===== src/rtl/pipe_hazard_ctrl.sv =====
// pipe_hazard_ctrl: stall/flush sequencer for the 5-stage pipeline.
// Mealy control outputs, small RUN/FLUSH/MC_WAIT FSM, saturating counters.
module pipe_hazard_ctrl #(
   parameter int unsigned FLUSH_CYCLES = 1,
   parameter int unsigned MC_TIMEOUT   = 64,
   parameter int unsigned CNT_W        = 16
) (
   input  logic             clk,
   input  logic             rst_n,
   input  logic [4:0]       id_rs1,
   input  logic [4:0]       id_rs2,
   input  logic             id_use_rs1,
   input  logic             id_use_rs2,
   input  logic [4:0]       ex_rd,
   input  logic             ex_is_load,
   input  logic             ex_jb_taken,
   input  logic             mc_start,
   input  logic             mc_done,
   input  logic             clr_cnt,
   output logic             pc_en,
   output logic             fd_en,
   output logic             fd_flush,
   output logic             de_bubble,
   output logic             de_hold,
   output logic             em_bubble,
   output logic [1:0]       state_o,
   output logic             mc_timeout,
   output logic [CNT_W-1:0] stall_cnt,
   output logic [CNT_W-1:0] flush_cnt
);

   typedef enum logic [1:0] {
      S_RUN   = 2'd0,
      S_FLUSH = 2'd1,
      S_MCW   = 2'd2
   } state_e;

   state_e           state_q, state_d;
   logic [2:0]       rem_q, rem_d;
   logic [7:0]       wait_q, wait_d;
   logic             tmo_q, tmo_d;
   logic [CNT_W-1:0] stall_q, stall_d;
   logic [CNT_W-1:0] flush_q, flush_d;
   logic             jb_evt;
   logic             load_use;

   assign load_use = ex_is_load && (ex_rd != 5'd0) &&
                     ((id_use_rs1 && (id_rs1 == ex_rd)) ||
                      (id_use_rs2 && (id_rs2 == ex_rd)));

   // Next state and Mealy control outputs; reset forces a safe pipeline clear.
   always_comb begin
      state_d   = state_q;
      rem_d     = rem_q;
      wait_d    = wait_q;
      tmo_d     = tmo_q;
      jb_evt    = 1'b0;
      pc_en     = 1'b1;
      fd_en     = 1'b1;
      fd_flush  = 1'b0;
      de_bubble = 1'b0;
      de_hold   = 1'b0;
      em_bubble = 1'b0;
      unique case (state_q)
         S_RUN: begin
            if (ex_jb_taken) begin
               fd_flush  = 1'b1;
               de_bubble = 1'b1;
               jb_evt    = 1'b1;
               if (FLUSH_CYCLES > 1) begin
                  state_d = S_FLUSH;
                  rem_d   = 3'(FLUSH_CYCLES - 1);
               end
            end else if (mc_start) begin
               pc_en     = 1'b0;
               fd_en     = 1'b0;
               de_hold   = 1'b1;
               em_bubble = 1'b1;
               state_d   = S_MCW;
               wait_d    = 8'd1;
            end else if (load_use) begin
               pc_en     = 1'b0;
               fd_en     = 1'b0;
               de_bubble = 1'b1;
            end
         end
         S_FLUSH: begin
            fd_flush  = 1'b1;
            de_bubble = 1'b1;
            if (rem_q <= 3'd1) begin
               state_d = S_RUN;
               rem_d   = 3'd0;
            end else begin
               rem_d = rem_q - 3'd1;
            end
         end
         S_MCW: begin
            if (mc_done) begin
               state_d = S_RUN;
               wait_d  = 8'd0;
            end else if (wait_q >= 8'(MC_TIMEOUT)) begin
               tmo_d   = 1'b1;
               state_d = S_RUN;
               wait_d  = 8'd0;
            end else begin
               pc_en     = 1'b0;
               fd_en     = 1'b0;
               de_hold   = 1'b1;
               em_bubble = 1'b1;
               wait_d    = wait_q + 8'd1;
            end
         end
         default: begin
            state_d = S_RUN;
         end
      endcase
      if (!rst_n) begin
         pc_en     = 1'b0;
         fd_en     = 1'b0;
         fd_flush  = 1'b1;
         de_bubble = 1'b1;
         de_hold   = 1'b0;
         em_bubble = 1'b1;
      end
   end

   // Saturating counters; a clear beats any increment in the same cycle.
   always_comb begin
      stall_d = stall_q;
      flush_d = flush_q;
      if (clr_cnt) begin
         stall_d = '0;
         flush_d = '0;
      end else begin
         if (!pc_en && (stall_q != '1)) stall_d = stall_q + 1'b1;
         if (jb_evt && (flush_q != '1)) flush_d = flush_q + 1'b1;
      end
   end

   // State, window counters, sticky timeout and performance counters.
   always_ff @(posedge clk or negedge rst_n) begin
      if (!rst_n) begin
         state_q <= S_RUN;
         rem_q   <= 3'd0;
         wait_q  <= 8'd0;
         tmo_q   <= 1'b0;
         stall_q <= '0;
         flush_q <= '0;
      end else begin
         state_q <= state_d;
         rem_q   <= rem_d;
         wait_q  <= wait_d;
         tmo_q   <= tmo_d;
         stall_q <= stall_d;
         flush_q <= flush_d;
      end
   end

   assign state_o    = state_q;
   assign mc_timeout = tmo_q;
   assign stall_cnt  = stall_q;
   assign flush_cnt  = flush_q;

endmodule


===== config.mk =====
export PLATFORM = sky130hd
export DESIGN_NAME = pipe_hazard_ctrl
export DESIGN_NICKNAME = d
export VERILOG_FILES = /design/src/rtl/pipe_hazard_ctrl.sv
export SDC_FILE = /design/constraint.sdc
export NUM_CORES = 1
export LEC_CHECK = 0
export BUFFER_PORTS_ARGS = -buffer_cell sky130_fd_sc_hd__buf_2
export CAP_MARGIN = 0
export CORE_UTILIZATION = 40
export DETAILED_ROUTE_END_ITERATION = 16
export PLACE_DENSITY_LB_ADDON = 0.1
export SKIP_CTS_REPAIR_TIMING = 1
export SYNTH_ARGS = -nofsm -noshare
export SYNTH_HDL_FRONTEND = slang
export SYNTH_SLANG_ARGS = --single-unit

===== constraint.sdc =====
create_clock -name clk -period 2.44 [get_ports clk]
set_input_delay 0.244 -clock clk [delete_from_list [all_inputs] [get_ports clk]]
set_output_delay 0.244 -clock clk [all_outputs]
set_load 0.05 [all_outputs]

Word level (Yosys, flattened, before mapping)

Cells that the tools add are included.

Add/sub/neg operators: 4
Magnitude comparators: 2
Equal/unequal tests: 10
Multiplexer cells: 39
Bitwise operators: 1
Reduce and logical (&&, ||, !) cells: 16

Operators by type and width:

| operator                                                                            | number |
|---|---|
| 16-bit two-way mux                                                                  | 4 |
| 16-bit by 1-bit adder with 16-bit output, second input constant                     | 2 |
| 8-bit two-way mux                                                                   | 4 |
| 16-bit != test, second input constant                                               | 2 |
| 1-bit two-way mux                                                                   | 19 |
| 8-bit case mux with 2 select lines                                                  | 1 |
| 5-bit equality test                                                                 | 2 |
| 2-bit two-way mux                                                                   | 5 |
| 8-bit by 1-bit adder with 8-bit output, second input constant                       | 1 |
| 8-bit by 7-bit greater-or-equal comparator with 1-bit output, second input constant | 1 |
| 1-bit case mux with 2 select lines                                                  | 4 |
| 1-bit logical AND                                                                   | 6 |
| 2-bit != test, second input constant                                                | 3 |
| 2-bit case mux with 3 select lines                                                  | 1 |
| 3-bit AND reduction                                                                 | 2 |
| 2-bit nonzero test                                                                  | 3 |
| 5-bit nonzero test                                                                  | 1 |
| 4-bit AND reduction                                                                 | 1 |
| 3-bit by 1-bit <= comparator with 1-bit output, second input constant               | 1 |
| 3-bit two-way mux                                                                   | 1 |
| 3-bit != test, second input constant                                                | 1 |
| 3-bit by 1-bit subtractor with 3-bit output, second input constant                  | 1 |
| 2-bit by 1-bit equality test with 1-bit output, second input constant               | 1 |
| 2-bit equality test, second input constant                                          | 1 |
| other kinds (4)                                                                     | 4 |

Bits in registers: 46
Output and inout bits: 41
Logic and storage cells: 78

Depth between registers and ports, before layout

Gate-level depths: netlist (run 1).

Depth after elaboration: 13
Mapped depth: 8
Gate-level depth less buffers: 7

Least setup slack after synthesis (run 1)

OpenSTA, ideal clock, no wires.

Path kind: reg2out
Start: reg state_q[1], in the netlist state_o[1]
End: out pc_en
Arrival: 2.346 ns
Required time: 2.196 ns
Setup slack: -0.150 ns
Cell stages (with the launch flop): 8
Path buffers: 2
Cell sequence: dfrtp_1 > nand2b_1 > or3_1 > buf_2 > o211ai_2 > a31o_2 > inv_1 > buf_4

Cells in the longest elaborated chain, start to end: 3
Elaborated cells between the ends (all ways): 4
Those cells by class: 1 x eq/ne; 2 x mux; 1 x reduce/logical

Ends and longest elaborated chain:

| element                                                  | line | source |
|---|---|---|
| start, declared                                          | 38   | `state_e state_q, state_d;` |
| start signal, assigned                                   | 150  | `state_q <= state_d;` |
| 2-bit equality test or 2-bit logical NOT (tied branches) | -    |  |
| 1-bit case mux with 2 select lines *                     | -    |  |
| 1-bit two-way mux *                                      | -    |  |
| end, declared                                            | 20   | `output logic pc_en,` |

Every way passes the cells marked *; elsewhere a longest branch is shown, timed or not.

Final worst setup path (run 1)

Start: reg stall_q[0], in the netlist stall_cnt[0]
End: reg stall_q[15], in the netlist stall_cnt[15]

Cells in the longest elaborated chain, start to end: 3
Elaborated cells between the ends (all ways): 6
Those cells by class: 1 x add/sub; 1 x eq/ne; 2 x mux; 2 x reduce/logical

Ends and longest elaborated chain:

| element                                                                    | line | source |
|---|---|---|
| start, declared                                                            | 42   | `logic [CNT_W-1:0] stall_q, stall_d;` |
| start signal, assigned                                                     | 154  | `stall_q <= stall_d;` |
| 16-bit by 1-bit adder with 16-bit output or 16-bit != test (tied branches) | 135  | `if (!pc_en && (stall_q != '1)) stall_d = stall_q + 1'b1;` |
| 16-bit two-way mux or 1-bit logical AND (tied branches)                    | 135  |  |
| 16-bit two-way mux or 2-bit nonzero test (tied branches)                   | -    |  |

Parallel ways exist; a longest one is shown, timed or not. The select of a mux whose other input is x is not followed.
A chain may end at the register's enable or synchronous reset.

==> out/summary.txt, run 1 <==
Pwr Density = 528 mW/mm²
Slew @ Worst Pin = 564 ps
WS Path Type = flop to flop
Post-DP HPWL = 3810 µm
Vias per cell = 5.30
FF-to-FF path depth = 8
Antenna viol nets, final = 0
Arr. time, crit path = 2320 ps
Number of max-cap violations = 0
Share of post-route cells with drive strength above 1 = 25.5%
Pin count of the biggest net entering global routing = 45
Starting density of the core = 42.1%
Final WL = 5220 µm
Pre-CTS setup slack = 296 ps
R2R Setup Slk = 330 ps
RePlAce Congestion = 0.841
Hold WC Path Type = input pin to async pin
Number of synthesized register bits = 42
Io pins = 65
Die Wd = 78.6 µm
First-pass GRT wire length = 8910 µm
Synth unique cells = 42
WP data required = 2650 ps
RSZ-0062 raised after global routing = no
Compound-Gate Fraction of Synth Area = 15.9%
Pre-Repair DR Iteration Count = 4
Worst setup margin = 331 ps
Area contributors post-synth = dfrtp_1, xnor2_1, nor2_1
Commonest cells post-synth = dfrtp_1, nor2_1, nand2_1
Clock-pin slew on the worst setup and hold paths = 80 ps
Worst Hold Slack = 88.4 ps
Final Hold Viols = 0
Rel. slew slack = 62.4%
Synth warnings = 0
Maximum fanout along the worst path = 28
Nature of the critical path startpoint = flop
First DRT Iteration DRCs = 74
Vias = 2108
Final Setup Violations = 0
Share of async-settable or async-resettable flops after synthesis = 100%
Die area = 0.00618 mm²
Clock Skew = 3.48 ps
Fmax = 474 MHz
Sequential share of the synthesized area = 44.8%
Multiplexer area fraction after synthesis = 1.33%
Synth Cell Area = 0.00235 mm²
Crit path to = stall_cnt[15]$_DFFE_PN0P_
Minimum clock period = 2110 ps
IR drop worst, VDD = 0.289 mV
H-tree Lvls = 2
N_diodes = 0
Initial antenna violation count = 0
Die height = 78.6 µm
Period utilization = 86.4%
Clock Latency Late Sink = 280 ps
Finished Core Util = 51.4%
Main combinational cell family by area after synthesis = simple AND/OR/NAND/NOR gates
DR WL/cell = 13.1 µm
Reg-to-reg startpoint = stall_cnt[0]$_DFFE_PN0P_
Syn Area/Cell = 9.03 µm²
Clk buf depth = 2
Vias in the first global route = 1953
Final Non-Filler Cells = 398
Most frequent cell after synthesis = dfrtp_1
Status = finished clean
CTS buffer count = 5
Reg2reg end = stall_cnt[15]$_DFFE_PN0P_
Setup TNS = 0 ps
Area growth syn-to-layout = 22.0%
Top_reg_cell synth = dfrtp_1
CORE AREA = 0.00557 mm²
Post-synthesis cell count = 260
Num rows = 27
Xor/xnor share of the synthesized area = 8.20%
Slew Viols, Final = 0
Syn Nets = 287
EDFF count, synth = 0
CTS tree = built
Post-synthesis simple-gate area fraction = 24.6%
Fin area = 0.00286 mm²
Post-Place Cells = 390
Synth top area share = 44.8%
Root buf cell = clkbuf_8
PortBufs = 63
LEAKAGE = 1.33 nW
Tot GR Track Use = 18.1%
DRC = 0
Total gr overflow = 0
Area leader, netlist = dfrtp_1
TritonCTS Sinks = 42
CP Launch Point = stall_cnt[0]$_DFFE_PN0P_
Crit path capture type = flop
Tot Pwr = 1.51 mW
Layout Nets = 352
Adder-Cell Fraction of Synth Area = 1.60%
Placed Area = 0.00275 mm²
-- cell families after synthesis --
group | count (synthesis)
xor gates and xnor gates | 22
muxes | 3
and+or+nand+nor | 114
buffers and inverters | 17
DFF | 42
adders and majority gates | 3
AOI/OAI and AO/OA | 58
other | 1
-- worst max-delay path, stage by stage (launching register included) --
cell	delay, ps
dfrtp_1	410
ha_1	240
nand4_1	110
nor4_1	70
nor3_1	270
a22oi_4	90
buf_12	180
or4_1	500
a21oi_1	150
-- power breakdown --
part | switching (mW) | internal, mW
Clock | 0.222 | 0.286
Sequential | 0.0207 | 0.716
Combinational | 0.181 | 0.0867
Total | 0.423 | 1.09
-- per-layer routing --
metal | GRT usage, % | wire (µm) | up-vias
li1 | - | - | 1076
met1 | 23.5 | 2400 | 993
met2 | 30.2 | 2570 | 33
met3 | 4.30 | 195 | 6
met4 | 4.63 | 59 | 0
met5 | 0 | 0 | -
-- registers in the layout, indices dropped and copies added, names as in the netlist --
signal and cells:
mc_timeout 1, stall_cnt 16, state_o 1, wait_q 8, flush_cnt 16
-- worst min-delay path by stage --
stage / cells past startpoint / slack [ps] / start / endpoint
final: 2 / 90 / rst_n / wait_q[2]$_DFFE_PN0P_
after floorplan: 0 / -50 / rst_n / flush_cnt[0]$_DFFE_PN0P_
after global placement: 2 / 430 / rst_n / wait_q[7]$_DFFE_PN0P_
after detailed placement: 2 / 420 / rst_n / wait_q[2]$_DFFE_PN0P_
after global routing: 2 / 140 / rst_n / wait_q[2]$_DFFE_PN0P_
after CTS: 2 / 110 / rst_n / wait_q[2]$_DFFE_PN0P_
-- placed cells by master, fill, tap and decap left out, types with 3 or more instances in the layout --
| master | n |
|---|---|
| nor3_1 | 4 |
| xnor2_1 | 15 |
| nand2_1 | 25 |
| and3_1 | 4 |
| clkbuf_8 | 8 |
| buf_4 | 4 |
| or3_1 | 9 |
| buf_2 | 63 |
| ha_1 | 3 |
| o21ai_0 | 14 |
| xor2_1 | 7 |
| nor2b_1 | 3 |
| nand4_1 | 11 |
| a21oi_1 | 20 |
| o31ai_1 | 9 |
| dfrtp_1 | 41 |
| nor2_1 | 29 |
| or4_1 | 10 |
| and2_1 | 4 |
| nand3_1 | 9 |
| inv_1 | 6 |
-- area by class of cell --
| cell class | count | area, µm² |
|---|---|---|
| fill | 559 | 2710 |
| timing repair buffer | 68 | 365 |
| sequential | 42 | 1050 |
| multi-input combinational | 201 | 1220 |
| inverter | 7 | 30.0 |
| clock buffer | 8 | 110 |
| tap | 72 | 90.1 |
No activity file was read; power rests on OpenSTA's default activity.
==> inputs of run 2 (changes only) <==
Clock period 2.44 ns to 2.59 ns, I/O delays scaled along.
==> run 2 against run 1 <==
  * Sequential cell count is the same
  * Wire length grew 2.9%
  * Clock skew grew 4.6 ps
  * Critical path type unchanged
  * Critical endpoint is now stall_cnt[6]$_DFFE_PN0P_
==> out/summary.txt, run 2 (synthesized netlist as in run 1, its figures left out) <==
Status = finished clean
R2R Setup Slk = 280 ps (-50 ps)
PortBufs = 63 (unchanged)
Io pins = 65 (unchanged)
Crit path capture type = flop
CP Launch Point = stall_cnt[0]$_DFFE_PN0P_
Minimum clock period = 2310 ps (+205 ps)
Period utilization = 89.3% (+2.9 points)
Vias = 2113 (+0.24%)
Maximum fanout along the worst path = 20 (-29%)
Total gr overflow = 0 (unchanged)
Reg-to-reg startpoint = stall_cnt[0]$_DFFE_PN0P_
Die area = 0.00618 mm² (unchanged)
Final Hold Viols = 0 (unchanged)
Root buf cell = clkbuf_8
Tot GR Track Use = 19.3% (+1.2 points)
Number of max-cap violations = 0 (unchanged)
TritonCTS Sinks = 42 (unchanged)
Layout Nets = 350 (-0.57%)
DR WL/cell = 13.6 µm (+3.4%)
IR drop worst, VDD = 0.305 mV (+5.7%)
Initial antenna violation count = 0 (unchanged)
Die height = 78.6 µm (unchanged)
Rel. slew slack = 58.6% (-3.8 points)
Clock-pin slew on the worst setup and hold paths = 80 ps (about the same)
FF/Latch Area = 0.00105 mm² (unchanged)
Starting density of the core = 42.1% (unchanged)
Clk buf depth = 2 (unchanged)
Die Wd = 78.6 µm (unchanged)
WS Path Type = flop to flop
Slew Viols, Final = 0 (unchanged)
RSZ-0062 raised after global routing = no
Num rows = 27 (unchanged)
Vias per cell = 5.34 (+0.74%)
Fill cells = 560 (+0.18%)
N_diodes = 0 (unchanged)
Clock Latency Late Sink = 300 ps (+20 ps)
H-tree Lvls = 2 (unchanged)
Hold WC Path Type = input pin to async pin
Post-DP HPWL = 3860 µm (+1.4%)
First-pass GRT wire length = 9260 µm (+4.0%)
Vias in the first global route = 2030 (+3.9%)
Area of the multi-input gates = 0.00122 mm² (unchanged)
Pwr Density = 513 mW/mm² (-2.7%)
Antenna viol nets, final = 0 (unchanged)
Tot Pwr = 1.46 mW (-3.7%)
Nature of the critical path startpoint = flop
DRC = 0 (unchanged)
Most frequent cells in the layout = buf_2, dfrtp_1, nor2_1
Area growth syn-to-layout = 20.8%
Pin count of the biggest net entering global routing = 45 (unchanged)
Pre-Repair DR Iteration Count = 4 (unchanged)
Slew @ Worst Pin = 621 ps (+56.4 ps)
Final Setup Violations = 0 (unchanged)
LEAKAGE = 1.31 nW (-1.4%)
Share of post-route cells with drive strength above 1 = 24.7% (-0.77 points)
WP data required = 2740 ps (+90 ps)
Final WL = 5370 µm (+2.9%)
CORE AREA = 0.00557 mm² (unchanged)
Fmax = 432 MHz (-8.9%)
Setup TNS = 0 ps (unchanged)
Arr. time, crit path = 2460 ps (+140 ps)
CTS tree = built
CTS buffer count = 5 (unchanged)
Clock Skew = 8.11 ps (+4.63 ps)
Most common cell after layout, fill and taps aside = buf_2
RePlAce Congestion = 0.837 (-0.52%)
First DRT Iteration DRCs = 92 (+24%)
## run 2: cell types whose count changed in the layout (fill, tap and decap cells not counted), sizes merged
| cell | previous run | this run |
|---|---|---|
| bufinv | 0 | 1 |
| clkinvlp | 1 | 2 |
| buf | 68 | 66 |
| clkbuf | 8 | 6 |
## run 2: where the power goes
part           internal (mW)  switching [mW]  leakage (nW)
clock network          0.288           0.228        0.0514
registers              0.674          0.0232         0.579
logic                 0.0765           0.167         0.682
## run 2: critical path, stage by stage, from the launching register on
cell and delay (ps):
dfrtp_1 400, ha_1 220, nand4_1 110, nor4_1 430, nor3_1 180, a22oi_4 440
buf_4 220, or3_1 100, a21oi_1 60
## run 2: final cells by class
type	instances	area share, %
inverter	7	1.06
multi-input combinational	201	42.9
sequential	42	37.1
tap	72	3.18
clock buffer	6	2.56
clock inverter	2	1.32
timing repair buffer	66	11.9
## run 2: path summary, 6_finish.rpt
check                                           endpoint  cells after the start
max in group asynchronous         state_o[1]$_DFFE_PN0P_                      2
worst min register to register    mc_timeout$_DFFE_PN0P_                      1
worst max-delay path            stall_cnt[6]$_DFFE_PN0P_                      8
worst min-delay path               wait_q[3]$_DFFE_PN0P_                      2
worst max register to register  stall_cnt[6]$_DFFE_PN0P_                      8
min in group clk                  mc_timeout$_DFFE_PN0P_                      3
## run 2: per-stage QoR
step / std cells / area, µm² / util, % / setup slack [ps] / hold slack (ps)
2_1_floorplan: 260 / 2350 / - / 145 / -36.6
3_3_place_gp: 388 / 2730 / 48.9 / 317 / 431
3_5_place_dp: 388 / 2730 / 48.9 / 304 / 426
4_1_cts: 396 / 2840 / 50.9 / 297 / 98.2
5_1_grt: 396 / 2840 / 50.9 / 20.2 / 120
6_report: 396 / 2840 / 50.9 / 276 / 60.6
## run 2: layer usage
| layer | vias up | global-route usage [%] | part of all wire, % |
|---|---|---|---|
| met5 | - | 0 | 0 |
| met4 | 0 | 8.89 | 2.4 |
| met3 | 17 | 5.35 | 4.5 |
| met2 | 42 | 30.7 | 47 |
| met1 | 995 | 24.2 | 46 |
| li1 | 1059 | - | - |
